<file path="src/rtl/mac_dot_sequencer_pkg.sv">
// Shared definitions for the MAC dot-product operand sequencer.
// Holds the FSM state encoding and the default field widths.
package mac_dot_sequencer_pkg;

    localparam int DEF_LEN_W  = 8;
    localparam int DEF_DATA_W = 16;

    localparam logic [1:0] ST_IDLE = 2'd0;
    localparam logic [1:0] ST_RUN  = 2'd1;
    localparam logic [1:0] ST_DONE = 2'd2;

endpackage

</file>
<file path="src/rtl/mac_dot_sequencer.sv">
// Streams operand pairs into an external combinational MAC and
// feeds each MAC result back as the next addend.
module mac_dot_sequencer
    import mac_dot_sequencer_pkg::*;
#(
    parameter int LEN_W  = DEF_LEN_W,
    parameter int DATA_W = DEF_DATA_W
) (
    input  logic              clock,
    input  logic              reset,
    input  logic              io_cmd_valid,
    output logic              io_cmd_ready,
    input  logic [LEN_W-1:0]  io_cmd_len,
    input  logic [DATA_W-1:0] io_cmd_bias,
    input  logic              io_in_valid,
    output logic              io_in_ready,
    input  logic [DATA_W-1:0] io_in_a,
    input  logic [DATA_W-1:0] io_in_b,
    output logic [DATA_W-1:0] io_mac_a,
    output logic [DATA_W-1:0] io_mac_b,
    output logic [DATA_W-1:0] io_mac_c,
    input  logic [DATA_W-1:0] io_mac_out,
    output logic              io_res_valid,
    input  logic              io_res_ready,
    output logic [DATA_W-1:0] io_res_bits,
    output logic              io_busy
);

    logic [1:0]        state;
    logic [DATA_W-1:0] acc;
    logic [LEN_W-1:0]  cnt;

    logic cmd_fire;
    logic in_fire;
    logic res_fire;

    assign cmd_fire = io_cmd_valid & io_cmd_ready;
    assign in_fire  = io_in_valid & io_in_ready;
    assign res_fire = io_res_valid & io_res_ready;

    // Handshake and datapath outputs; everything held at zero in reset.
    always_comb begin
        io_cmd_ready = 1'b0;
        io_in_ready  = 1'b0;
        io_res_valid = 1'b0;
        io_res_bits  = '0;
        io_mac_a     = '0;
        io_mac_b     = '0;
        io_mac_c     = '0;
        io_busy      = 1'b0;
        if (!reset) begin
            io_mac_c = acc;
            io_busy  = (state != ST_IDLE);
            case (state)
                ST_IDLE: io_cmd_ready = 1'b1;
                ST_RUN: begin
                    io_in_ready = 1'b1;
                    io_mac_a    = io_in_a;
                    io_mac_b    = io_in_b;
                end
                ST_DONE: begin
                    io_res_valid = 1'b1;
                    io_res_bits  = acc;
                end
                default: ;
            endcase
        end
    end

    // Sequencer state, accumulator and remaining-element counter.
    always_ff @(posedge clock) begin
        if (reset) begin
            state <= ST_IDLE;
            acc   <= '0;
            cnt   <= '0;
        end else begin
            case (state)
                ST_IDLE: begin
                    if (cmd_fire) begin
                        acc   <= io_cmd_bias;
                        cnt   <= io_cmd_len;
                        state <= (io_cmd_len == '0) ? ST_DONE : ST_RUN;
                    end
                end
                ST_RUN: begin
                    if (in_fire) begin
                        acc <= io_mac_out;
                        cnt <= cnt - 1'b1;
                        if (cnt == LEN_W'(1)) state <= ST_DONE;
                    end
                end
                ST_DONE: begin
                    if (res_fire) state <= ST_IDLE;
                end
                default: state <= ST_IDLE;
            endcase
        end
    end

endmodule

</file>
<file path="config.mk">
export PLATFORM = sky130hd
export DESIGN_NAME = mac_dot_sequencer
export DESIGN_NICKNAME = d
export VERILOG_FILES = /design/src/rtl/mac_dot_sequencer_pkg.sv /design/src/rtl/mac_dot_sequencer.sv
export SDC_FILE = /design/constraint.sdc
export NUM_CORES = 1
export LEC_CHECK = 0
export ABC_CLOCK_PERIOD_IN_PS = 1600
export BUFFER_PORTS_ARGS = -buffer_cell sky130_fd_sc_hd__buf_2
export CAP_MARGIN = 20
export CORE_MARGIN = 2
export CORE_UTILIZATION = 37
export CTS_BUF_LIST = sky130_fd_sc_hd__clkbuf_4 sky130_fd_sc_hd__clkbuf_8
export DETAILED_ROUTE_END_ITERATION = 10
export GPL_TIMING_DRIVEN = 0
export PLACE_DENSITY = 0.8
export SLEW_MARGIN = 10
export SYNTH_ARGS = -nofsm -noshare
export SYNTH_HDL_FRONTEND = slang
export SYNTH_SLANG_ARGS = --single-unit
</file>
<file path="constraint.sdc">
create_clock -name clock -period 1.6 [get_ports clock]
set_clock_uncertainty 0.1 [all_clocks]
set_input_delay 0.08 -clock clock [delete_from_list [all_inputs] [get_ports clock]]
set_output_delay 0.08 -clock clock [all_outputs]
set_load 0.01 [all_outputs]
</file>
Yosys cells after proc, flatten, opt, wreduce, memory -nomap -nowiden
Cells that the tools add are included.

word-level totals
  flip-flop bits (word level) = 26
  input port bits = 77

cells by class
  add/subtract/negate cells = 1
  equal/unequal tests = 7
  muxes and demuxes = 26
  bitwise logic cells = 3
  reductions and logical operators = 6

operators with widths
  operator               number
  $mux W16               9
  $pmux W16 S2           1
  $mux W8                2
  $pmux W8 S2            1
  $mux W2                5
  $eq A8 B1 Y1 const B   1
  $logic_not A8 Y1       1
  $ne A2 B2 Y1 const B   4
  $sub A8 B1 Y8 const B  1
  $mux W1                7
  $pmux W2 S3            1
  $reduce_and A4 Y1      1
  $reduce_bool A2 Y1     2
  $and A1 B1 Y1          3
  $reduce_and A3 Y1      1
  $eq A2 B1 Y1 const B   1
  $eq A2 B2 Y1 const B   1
  $logic_not A2 Y1       1

Logic depth before layout (Yosys ltp)
Gate-level depths: netlist (run 1).

  word-level depth = 6
  mapped depth = 6
  mapped depth without buffers = 6

Least setup slack after synthesis (run 1)
No wires, ideal clock.

  path kind = flip-flop to output port
  start = register state[0]
  end = output io_mac_a[10]
  data arrival time = 1309 ps
  setup slack = 111 ps
  stages on the path, launching flop included = 7
  path buffers = 3
  path through = dfxtp_1 > buf_4 > nand2b_1 > clkbuf_1 > nor2_1 > clkbuf_1 > and2_1

between the ends
  cells in the longest elaborated chain, start to end = 3

ends and longest elaborated chain
  what                    line                     source
  start, declared         mac_dot_sequencer.sv:29  logic [1:0] state;
  start signal, assigned  mac_dot_sequencer.sv:82  state <= (io_cmd_len == '0) ? ST_DONE : ST_RUN;
  $eq A2 B1 Y1            mac_dot_sequencer.sv:54  case (state)
  $mux W16                mac_dot_sequencer.sv:54
  $mux W16                mac_dot_sequencer.sv:51  if (!reset) begin
  end, declared           mac_dot_sequencer.sv:19  output logic [DATA_W-1:0] io_mac_a,

Every way passes these cells.

Final worst setup path (run 1)
  start = register state[0]
  end = output io_mac_b[10]

between the ends
  cells in the longest elaborated chain, start to end = 3

ends and longest elaborated chain
  what           line                     source
  $eq A2 B1 Y1   mac_dot_sequencer.sv:54
  $mux W16       mac_dot_sequencer.sv:54
  $mux W16       mac_dot_sequencer.sv:51
  end, declared  mac_dot_sequencer.sv:20  output logic [DATA_W-1:0] io_mac_b,

Every way passes these cells.

==> key figures, run 1 <==
Die
  • Die area: 5440 um^2
  • Starting density of the core: 38.4%
  • Die Wd: 73.8 um
  • Core ar.: 4690 um^2
  • Site Rows: 25
  • Chip height: 73.8 um
  • Ports: 145

STA
  • Final setup vio count: 14
  • Fin Setup TNS: -78.6 ps
  • Hold Slack: -3.94 ps
  • Fmax: 620 MHz
  • Final Slew Violations: 0
  • Fin crit period: 1610 ps
  • Rel. slew slack: 57.1%
  • Worst Setup Slack, final: -12.8 ps
  • RSZ-0062 raised after global routing: yes
  • Final Cycle Share: 101%
  • Slew of the pin with the lowest slew margin: 639 ps
  • Final hold viol count: 1

Worst setup path
  • Worst path cell trace: buf_8, nand2b_4, nor2_4, buf_12, clkbuf_16, and2_1, buf_2
  • Data arrival, critical path: 1430 ps
  • Crit start category: register
  • Setup crit end kind: primary output
  • Max FO, Critical Path: 9
  • Slowest CP cell: dfxtp_2
  • Required @ worst endpoint: 1420 ps
  • Critical Path Max Stage Delay: 350 ps
  • Crit Path Category: register to primary output
  • R2R depth: 4

Routing
  • Drt via density: 5.16
  • Vias: 2554
  • Routed length per placed instance: 14.6 um
  • Residual DRC count: 0
  • Iteration-0 DRC Markers: 77
  • Post-route ant nets: 0
  • Pre-antenna DRT Iters: 4
  • Final WL: 7250 um

Logic synthesis
  • Cell with the most instances after synthesis: and2_1
  • Post-synthesis sequential area ratio: 28.9%
  • Post-Syn Area: 1800 um^2
  • Syn Area/Cell: 7.23 um^2
  • Flops & latches, synth: 26
  • Most instantiated cells after synthesis: and2_1 (49), nand2_1 (34), dfxtp_1 (26)
  • Number of flops mapped to enable cells by yosys: 0
  • Syn nets: 328
  • Synth Instances: 249
  • Post-synth top flop: dfxtp_1
  • Cell type with the largest total area after synthesis: dfxtp_1
  • Yosys warns: 0
  • Yosys top cell area share: 28.9%
  • Async set or reset register ratio after synthesis: 0%
  • Distinct cells, synth: 30
  • Area contributors post-synth: dfxtp_1 (29%), and2_1 (17%), a311oi_1 (7.8%)

Power and ir drop
  • Pwr per Cell Area: 944 nW/um^2
  • Lkg Pwr: 1.69 nW
  • Highest ir drop seen on vdd: 0.453 mV
  • Design Power: 3.21 mW

Place
  • Place WS: -284 ps
  • RePlAce Congestion: 0.846
  • Cell total after placement: 447
  • Placed cell area: 2590 um^2
  • IO buf count: 144
  • Hpwl dp: 4780 um

Final layout
  • Final Net Count: 521
  • Final Cell Area: 3400 um^2
  • Layout overhead on the synthesized area: 88.9%
  • Finished Layout Cells: 495
  • Share of layout cells above drive strength 1: 46.3%
  • Util after Layout: 72.5%
  • Ant diodes: 0

Clock tree
  • Clock transition at path regs: 100 ps
  • Num CTS Buffers: 3
  • Sink Count: 26
  • Clk_lat worst skew: 280 ps
  • Clk buf depth: 2
  • Root buf cell: clkbuf_8
  • H-Tree Depth: 1
  • CTS tree: done

Run
  • Number of max-cap violations: 0

Outcome
  • Outcome: finished with violations
  • Failing checks: negative hold slack, negative setup slack

Global route
  • Total grt overflow: 0
  • Antenna violations before repair: 0
  • First-pass GRT wire length: 9980 um
  • Vias in the first global route: 2285
  • Largest net degree at the start of global routing: 16
  • GRT Total Usage: 23.6%

Worst hold path
  • Worst min-delay path class: input port to register
  • Worst Hold Depth: 3
## state kept, by name, indices dropped and copies added, names as in the netlist
| name | count |
|---|---|
| acc | 16 |
| cnt | 8 |
| state | 2 |
## metal layers
| metal | global-route usage [%] | vias to the layer above | wire (um) |
|---|---|---|---|
| met3 | 3.43 | 22 | 501 |
| met2 | 45.0 | 144 | 3810 |
| met1 | 24.9 | 1156 | 2680 |
| met4 | 11.3 | 0 | 257 |
| met5 | 0 | - | 0 |
| li1 | - | 1232 | - |
## power by group
group | internal (mW) | total [mW] | switching, mW | leakage (nW)
Sequential | 0.767 | 0.867 | 0.100 | 0.215
Clock | 0.335 | 0.566 | 0.231 | 0.0357
Combinational | 0.900 | 1.78 | 0.875 | 1.44
## kinds of logic after synthesis
group	Yosys count	share of synthesized area (%)
and+or+nand+nor	146	43.1
AOI/OAI and AO/OA	46	18.8
buffers and inverters	27	6.67
DFF	26	28.9
muxes	2	1.11
adders and majority gates	2	1.39
## critical path, delay by kind of cell, from the launching register on
kind          cells  cell delay (ps)
buf+inv           4              540
flops             1              350
simple gates      3              280
## timing repair
action,CTS,global route
setup buffers,5,5
resized for setup,43,36
hold buffers,32,0
pin swaps,7,7
hold endpoints to repair,16,0
cloned,1,2
setup endpoints to repair,72,79
## final timing paths
check	start	endpoint	slack, ps
hold reg to reg	acc[6]$_SDFFE_PP0P_	acc[6]$_SDFFE_PP0P_	400
setup / recovery	state[0]$_SDFFE_PP0P_	io_mac_b[10]	-10
setup reg to reg	cnt[0]$_SDFFE_PP0P_	cnt[7]$_SDFFE_PP0P_	0
hold / removal	io_cmd_len[7]	cnt[7]$_SDFFE_PP0P_	-4
## placed cells by master, fill, tap and decap left out, types with 3 or more instances in the layout
| cell | n |
|---|---|
| a211oi_1 | 3 |
| a21oi_1 | 10 |
| a311oi_1 | 16 |
| and2_1 | 37 |
| and2_4 | 12 |
| buf_2 | 136 |
| buf_4 | 13 |
| buf_6 | 15 |
| buf_8 | 6 |
| clkbuf_1 | 4 |
| clkbuf_8 | 3 |
| dfxtp_1 | 23 |
| dfxtp_2 | 3 |
| dlygate4sd3_1 | 32 |
| inv_1 | 4 |
| nand2_1 | 34 |
| nand2b_1 | 4 |
| nor2_1 | 23 |
| nor2b_1 | 19 |
| o21ai_0 | 7 |
| o32ai_1 | 3 |
## layout make-up
cell class	instances	area, um^2
multi-input cells	196	1270
inverters	4	15.0
clock buffers	3	41.3
flip-flops and latches	26	524
repair buffers	189	1270
plain buffers	22	183
clock inverters	1	30.0
fillers	340	1290
well taps	54	67.6
No activity file was read; power rests on OpenSTA's default activity.
==> run 2: changes to the inputs <==
ABC_AREA = 1   (was default)
PLACE_DENSITY = default   (was 0.8)
PLACE_DENSITY_LB_ADDON = 0.1   (was default)
==> run 2 against run 1 <==
The flow finishes with violations (negative setup slack). Combinational power up 100%. Clock power down 33%. Clock-buffer cell count unchanged. Die area up 6.1%. Sequential power up 28%. Register-to-register slack better by 70 ps. Synthesized area up 6.4%. Largest power group unchanged. Highest routed layer unchanged.
==> key figures, run 2 <==
Final layout
  • Ant diodes: 0 (unchanged)
  • Share of layout cells above drive strength 1: 41.3% (-5.0 points)
  • Final Cell Area: 3080 um^2 (-9.6%)
  • Max reg flops: 16 (unchanged)
  • Most frequent cells in the layout: buf_2 (145), nand2_1 (89), nor2_1 (76)
  • Register with the most flip-flops: acc
  • Finished Layout Cells: 579 (+17%)
  • Top Registers: acc (16), cnt (8), state (2)
  • Commonest non-fill, non-tap cell in the layout: buf_2
  • Final Net Count: 590 (+13%)
  • Layout overhead on the synthesized area: 60.5%
  • Util after Layout: 61.0% (-11 points)

Worst setup path
  • Cell family with most CP delay: buffers and inverters
  • Data arrival, critical path: 1490 ps (+60 ps)
  • Worst path cell trace: inv_4, nor2_4, buf_8, buf_12, clkbuf_16, nand2_2, nor2_1, buf_2
  • Bufs and invs on worst path: 5 (+1)
  • Required @ worst endpoint: 1420 ps (about the same)
  • Slowest CP cell: dfxtp_2
  • Setup crit end kind: primary output
  • Crit Path Category: register to primary output
  • Critical Path Max Stage Delay: 370 ps (+20 ps)
  • Max FO, Critical Path: 6 (-3)
  • Crit start category: register

Logic synthesis
  • Async set or reset register ratio after synthesis: 0% (unchanged)
  • Cell with the most instances after synthesis: nand2_1
  • Most instantiated cells after synthesis: nand2_1 (111), nor2_1 (84), inv_1 (32)
  • Yosys warns: 0 (unchanged)
  • Syn Area/Cell: 5.46 um^2 (-25%)
  • Flops & latches, synth: 26 (unchanged)
  • Post-Syn Area: 1920 um^2 (+6.4%)
  • Area contributors post-synth: dfxtp_1 (27%), nand2_1 (22%), nor2_1 (16%)
  • Number of flops mapped to enable cells by yosys: 0 (unchanged)
  • Synth Instances: 351 (+41%)
  • Distinct cells, synth: 19 (-37%)
  • Yosys top cell area share: 27.2% (-1.7 points)
  • Cell type with the largest total area after synthesis: dfxtp_1
  • Post-synth top flop: dfxtp_1
  • Post-synthesis sequential area ratio: 27.2% (-1.7 points)
  • Syn nets: 430 (+31%)

STA
  • Final hold viol count: 0 (-1)
  • Final Cycle Share: 104% (+3.4 points)
  • Fmax: 600 MHz (-3.2%)
  • RSZ-0062 raised after global routing: yes
  • Final setup vio count: 24 (+10)
  • Final Slew Violations: 0 (unchanged)
  • Slew of the pin with the lowest slew margin: 639 ps (+0.566 ps)
  • Fin crit period: 1670 ps (+53.7 ps)
  • Worst Setup Slack, final: -66.5 ps (-53.7 ps)
  • Rel. slew slack: 57.4% (+0.29 points)

Power and ir drop
  • Pwr per Cell Area: 1650 nW/um^2 (+74%)
  • Lkg Pwr: 1.74 nW (+2.6%)
  • Highest ir drop seen on vdd: 0.838 mV (+85%)

Die
  • Chip height: 76.0 um (+3.0%)
  • Core ar.: 5040 um^2 (+7.5%)
  • Die area: 5770 um^2 (+6.1%)
  • Site Rows: 26 (+4.0%)
  • Ports: 145 (unchanged)
  • Starting density of the core: 38.0% (-0.38 points)
  • Die Wd: 76.0 um (+3.0%)

Global route
  • First-pass GRT wire length: 10400 um (+4.4%)
  • Antenna violations before repair: 0 (unchanged)
  • Vias in the first global route: 2343 (+2.5%)
  • GRT Total Usage: 21.1% (-2.5 points)
  • Total grt overflow: 0 (unchanged)
  • Largest net degree at the start of global routing: 17 (+1)

Clock tree
  • Hold_buf cts: 0 (-100%)
  • Num CTS Buffers: 3 (unchanged)
  • Root buf cell: clkbuf_8
  • Sink Count: 26 (unchanged)
  • Clock transition at path regs: 90 ps (about the same)
  • Clk_lat worst skew: 270 ps (about the same)
  • Clk buf depth: 2 (unchanged)
  • H-Tree Depth: 1 (unchanged)
  • CTS tree: done

Routing
  • Iteration-0 DRC Markers: 91 (+18%)
  • Drt via density: 4.64 (-10%)
  • Vias: 2686 (+5.2%)
  • Final WL: 6830 um (-5.8%)
  • Pre-antenna DRT Iters: 4 (unchanged)
  • Post-route ant nets: 0 (unchanged)
  • Routed length per placed instance: 11.8 um (-19%)
  • Residual DRC count: 0 (unchanged)

Worst hold path
  • Worst min-delay path class: input port to register

Place
  • Placed cell area: 2720 um^2 (+5.2%)
  • Hpwl dp: 4930 um (+3.2%)
  • Cell total after placement: 565 (+26%)
  • RePlAce Congestion: 0.835 (-1.3%)
  • IO buf count: 144 (unchanged)

Outcome
  • Outcome: finished with violations
  • Failing checks: negative setup slack

Run
  • Number of max-cap violations: 0 (unchanged)
run 2: through the flow:
stage | hold slack (ps) | total power [mW] | TNS, ps | setup WS, ps
2_1_floorplan | 115 | 3.17 | 0 | 217
3_3_place_gp | 311 | 3.91 | 0 | 11.5
3_5_place_dp | 309 | 3.96 | 0 | 3.07
4_1_cts | 43.3 | 4.56 | -5.44 | -3.31
5_1_grt | 62.2 | 5.53 | -2200 | -114
6_report | 48.4 | 5.06 | -621 | -66.5
run 2: worst paths after layout:
kind	from	endpoint	slack (ps)	cells after the start
min reg2reg	acc[1]$_SDFFE_PP0P_	acc[1]$_SDFFE_PP0P_	380	2
max reg2reg	state[0]$_SDFFE_PP0P_	cnt[3]$_SDFFE_PP0P_	70	10
min	io_cmd_len[2]	cnt[2]$_SDFFE_PP0P_	50	3
max	state[0]$_SDFFE_PP0P_	io_mac_b[8]	-70	8
run 2: power breakdown:
| group | internal, mW | switching (mW) | total, mW | leakage, nW |
|---|---|---|---|---|
| sequential | 0.959 | 0.152 | 1.11 | 0.216 |
| combinational | 1.52 | 2.05 | 3.57 | 1.50 |
| clock | 0.169 | 0.211 | 0.379 | 0.0216 |
| total | 2.65 | 2.41 | 5.06 | 1.74 |
run 2: cell families after synthesis:
kind of cell,after synthesis,synth area share [%]
and+or+nand+nor,209,42.6
DFF,26,27.2
adders and majority gates,2,1.31
buffers and inverters,56,13.8
AOI/OAI and AO/OA,58,15.2
run 2: metal layers:
layer / track usage (%) / vias to the layer above / share of wire [%]
li1: - / 1396 / -
met1: 26.4 / 1193 / 41
met2: 38.4 / 82 / 51
met3: 2.02 / 15 / 5.1
met4: 6.00 / 0 / 2.4
met5: 0 / - / 0
run 2: what timing repair did:
item | CTS | global route
gates resized for setup | 14 | 46
gates cloned | 1 | 3
pin swaps | 0 | 1
setup endpoints to repair | 49 | 69
buffers inserted | 5 | 4
run 2: worst min-delay path: stages:
cell and delay [ps]:
buf_2 110, a21oi_1 60, a21oi_1 130
run 2: layout make-up:
| type | instances | area (um^2) |
|---|---|---|
| Sequential cell | 26 | 526 |
| Tap cell | 70 | 87.6 |
| Clock buffer | 3 | 41.3 |
| Timing Repair Buffer | 157 | 878 |
| Multi-Input combinational cell | 269 | 1240 |
| Fill cell | 522 | 1970 |
| Buffer | 19 | 158 |
| Inverter | 35 | 141 |
==> run 3: changes to the inputs <==
==> constraint.sdc (replaced) <==
create_clock -name clock -period 1.6 [get_ports clock]
set_clock_uncertainty 0.1 [all_clocks]
set_input_delay 0.32 -clock clock [delete_from_list [all_inputs] [get_ports clock]]
set_output_delay 0.32 -clock clock [all_outputs]
set_load 0.01 [all_outputs]
==> run 3 against run 2 <==
The run still ends with negative setup slack left. Flip-flop and latch count did not move. Clock power is 2% higher. First-iteration DRC count grew 42%. Wire length up 7.0%. Critical path type unchanged. Highest routed layer unchanged.
==> key figures, run 3 (synthesis results as in run 2) <==
Outcome
  • Outcome: finished with violations
  • Failing checks: negative setup slack

Die
  • Chip height: 76.0 um (unchanged)
  • Ports: 145 (unchanged)
  • Die Wd: 76.0 um (unchanged)
  • Die area: 5770 um^2 (unchanged)
  • Site Rows: 26 (unchanged)
  • Starting density of the core: 38.0% (unchanged)
  • Core ar.: 5040 um^2 (unchanged)

Power and ir drop
  • Lkg Pwr: 1.84 nW (+6.1%)
  • Clock network power share: 7.2% (-0.3 points)
  • Design Power: 5.36 mW (+5.8%)
  • Switching power: 2.58 mW (+6.7%)
  • Net Sw Frac: 48.1% (+0.41 points)
  • Flop pwr share: 20.8% (-1.1 points)
  • Comb power frac: 72.0% (+1.4 points)
  • Pwr per Cell Area: 1580 nW/um^2 (-3.9%)
  • Highest ir drop seen on vdd: 0.901 mV (+7.5%)
  • Cell Int Power: 2.78 mW (+5.0%)

Clock tree
  • Num CTS Buffers: 3 (unchanged)
  • Clk buf depth: 2 (unchanged)
  • Hold_buf cts: 0 (unchanged)
  • Sink Count: 26 (unchanged)
  • Root buf cell: clkbuf_8
  • Clk_lat worst skew: 270 ps (about the same)
  • CTS tree: done
  • H-Tree Depth: 1 (unchanged)
  • Clock transition at path regs: 100 ps (about the same)

STA
  • Fin Setup TNS: -12200 ps (-11580 ps)
  • Hold Slack: 269 ps (+221 ps)
  • Fin crit period: 1900 ps (+238 ps)
  • Fmax: 525 MHz (-13%)
  • Final setup vio count: 52 (+120%)
  • Final Slew Violations: 0 (unchanged)
  • RSZ-0062 raised after global routing: yes
  • Slew of the pin with the lowest slew margin: 538 ps (-101 ps)
  • Rel. slew slack: 64.1% (+6.7 points)
  • Final Cycle Share: 119% (+15 points)
  • Worst Setup Slack, final: -305 ps (-238 ps)
  • Final hold viol count: 0 (unchanged)

Worst setup path
  • Crit start category: register
  • Required @ worst endpoint: 1180 ps (-240 ps)
  • Cell family with most CP delay: buffers and inverters
  • Critical Path Max Stage Delay: 370 ps (about the same)
  • Slowest CP cell: dfxtp_2
  • Crit Path Category: register to primary output
  • Register-to-register setup slack: 80 ps (about the same)
  • Setup crit end: io_mac_b[14]
  • Data arrival, critical path: 1480 ps (about the same)
  • FF-to-FF End: acc[15]$_SDFFE_PP0P_
  • CP Launch Point: state[0]$_SDFFE_PP0P_
  • Worst path cell trace: inv_4, nor2_4, buf_8, buf_12, clkbuf_16, nand2_4, nor2_2, buf_2
  • R2R Path Start: state[1]$_SDFFE_PP0P_
  • R2R depth: 8 (-2)
  • Bufs and invs on worst path: 5 (unchanged)
  • Stages on worst setup path: 8 (unchanged)
  • Setup crit end kind: primary output
  • Max FO, Critical Path: 8 (+2)

Routing
  • Residual DRC count: 0 (unchanged)
  • Routed length per placed instance: 12.4 um (+5.0%)
  • Drt via density: 4.69 (+1.2%)
  • Iteration-0 DRC Markers: 129 (+42%)
  • Post-route ant nets: 0 (unchanged)
  • Final WL: 7310 um (+7.0%)
  • Vias: 2769 (+3.1%)
  • Pre-antenna DRT Iters: 4 (unchanged)

Final layout
  • Max reg flops: 16 (unchanged)
  • Top Registers: acc (16), cnt (8), state (2)
  • Util after Layout: 67.1% (+6.2 points)
  • Register Area: 526 um^2 (unchanged)
  • Layout overhead on the synthesized area: 76.7%
  • Multi-input gate area: 1360 um^2 (+9.2%)
  • Ant diodes: 0 (unchanged)
  • Register with the most flip-flops: acc
  • Final Cell Area: 3390 um^2 (+10%)
  • Most frequent cells in the layout: buf_2 (133), nand2_1 (90), nor2_1 (59)
  • Commonest non-fill, non-tap cell in the layout: buf_2
  • Final Net Count: 601 (+1.9%)
  • Share of layout cells above drive strength 1: 46.5% (+5.3 points)
  • Finished Layout Cells: 590 (+1.9%)
  • FILL cells: 483 (-7.5%)

Global route
  • Total grt overflow: 0 (unchanged)
  • Antenna violations before repair: 0 (unchanged)
  • GRT Total Usage: 22.7% (+1.6 points)
  • Vias in the first global route: 2539 (+8.4%)
  • First-pass GRT wire length: 11200 um (+7.7%)
  • Largest net degree at the start of global routing: 16 (-1)

Place
  • RePlAce Congestion: 0.831 (-0.46%)
  • IO buf count: 144 (unchanged)
  • Placed cell area: 2730 um^2 (about the same)
  • Place WS: -400 ps (-403 ps)
  • Cell total after placement: 565 (unchanged)
  • Hpwl dp: 5020 um (+1.7%)

Worst hold path
  • Worst min-delay path class: input port to register

Run
  • Number of max-cap violations: 0 (unchanged)
run 3: changes by cell type in the layout (fill, tap and decap cells not counted), moves of 3 or more:
cell / delta
buf_6: +14
clkbuf_1: -3
buf_2: -12
nand2_4: +3
nor2_1: -17
nor2_2: +6
buf_4: +7
clkbuf_4: +3
nand2_2: -4
nor2_4: +11
run 3: what timing repair did:
action,4_1_cts,5_1_grt
pin swaps,1,9
resized for setup,25,94
buffers inserted,13,6
gates cloned,1,3
endpoints found under the setup margin,61,57
endpoints found under the hold margin,0,0
run 3: worst min path at each step:
stage | start | end | cells past startpoint
detailed placement | acc[13]$_SDFFE_PP0P_ | acc[13]$_SDFFE_PP0P_ | 2
CTS | io_cmd_len[2] | cnt[2]$_SDFFE_PP0P_ | 3
global placement | acc[13]$_SDFFE_PP0P_ | acc[13]$_SDFFE_PP0P_ | 2
floorplan | acc[0]$_SDFFE_PP0P_ | acc[0]$_SDFFE_PP0P_ | 2
global route | io_cmd_len[2] | cnt[2]$_SDFFE_PP0P_ | 3
finish | io_cmd_len[2] | cnt[2]$_SDFFE_PP0P_ | 3
run 3: worst min-delay path: cells and delay by family:
family | cells | cell delay (ps)
AO/OA/AOI/OAI | 2 | 190
buffers and inverters | 1 | 100
run 3: cell type report:
| cell class | instances | area share, % |
|---|---|---|
| inverters | 35 | 4.18 |
| well taps | 70 | 2.59 |
| clock buffers | 3 | 1.22 |
| plain buffers | 20 | 5.99 |
| repair buffers | 167 | 30.4 |
| multi-input cells | 269 | 40.1 |
| flip-flops and latches | 26 | 15.5 |
run 3: routing by layer:
metal | share of wire (%) | GRT usage [%] | vias up
met5 | 0 | 0 | -
met4 | 2.8 | 6.55 | 0
met3 | 6.0 | 4.05 | 24
met2 | 50 | 40.2 | 109
met1 | 41 | 28.1 | 1215
li1 | - | - | 1421
run 3: power groups by stage:
stage / Sequential [mW] / Clock (mW) / Combinational, mW
final: 1.11 / 0.387 / 3.86
after global routing: 1.15 / 0.416 / 4.28
after CTS: 1.11 / 0.388 / 3.14
after detailed placement: 1.12 / 0 / 2.85
after global placement: 1.11 / 0 / 2.82
after floorplan: 1.09 / 0 / 2.08
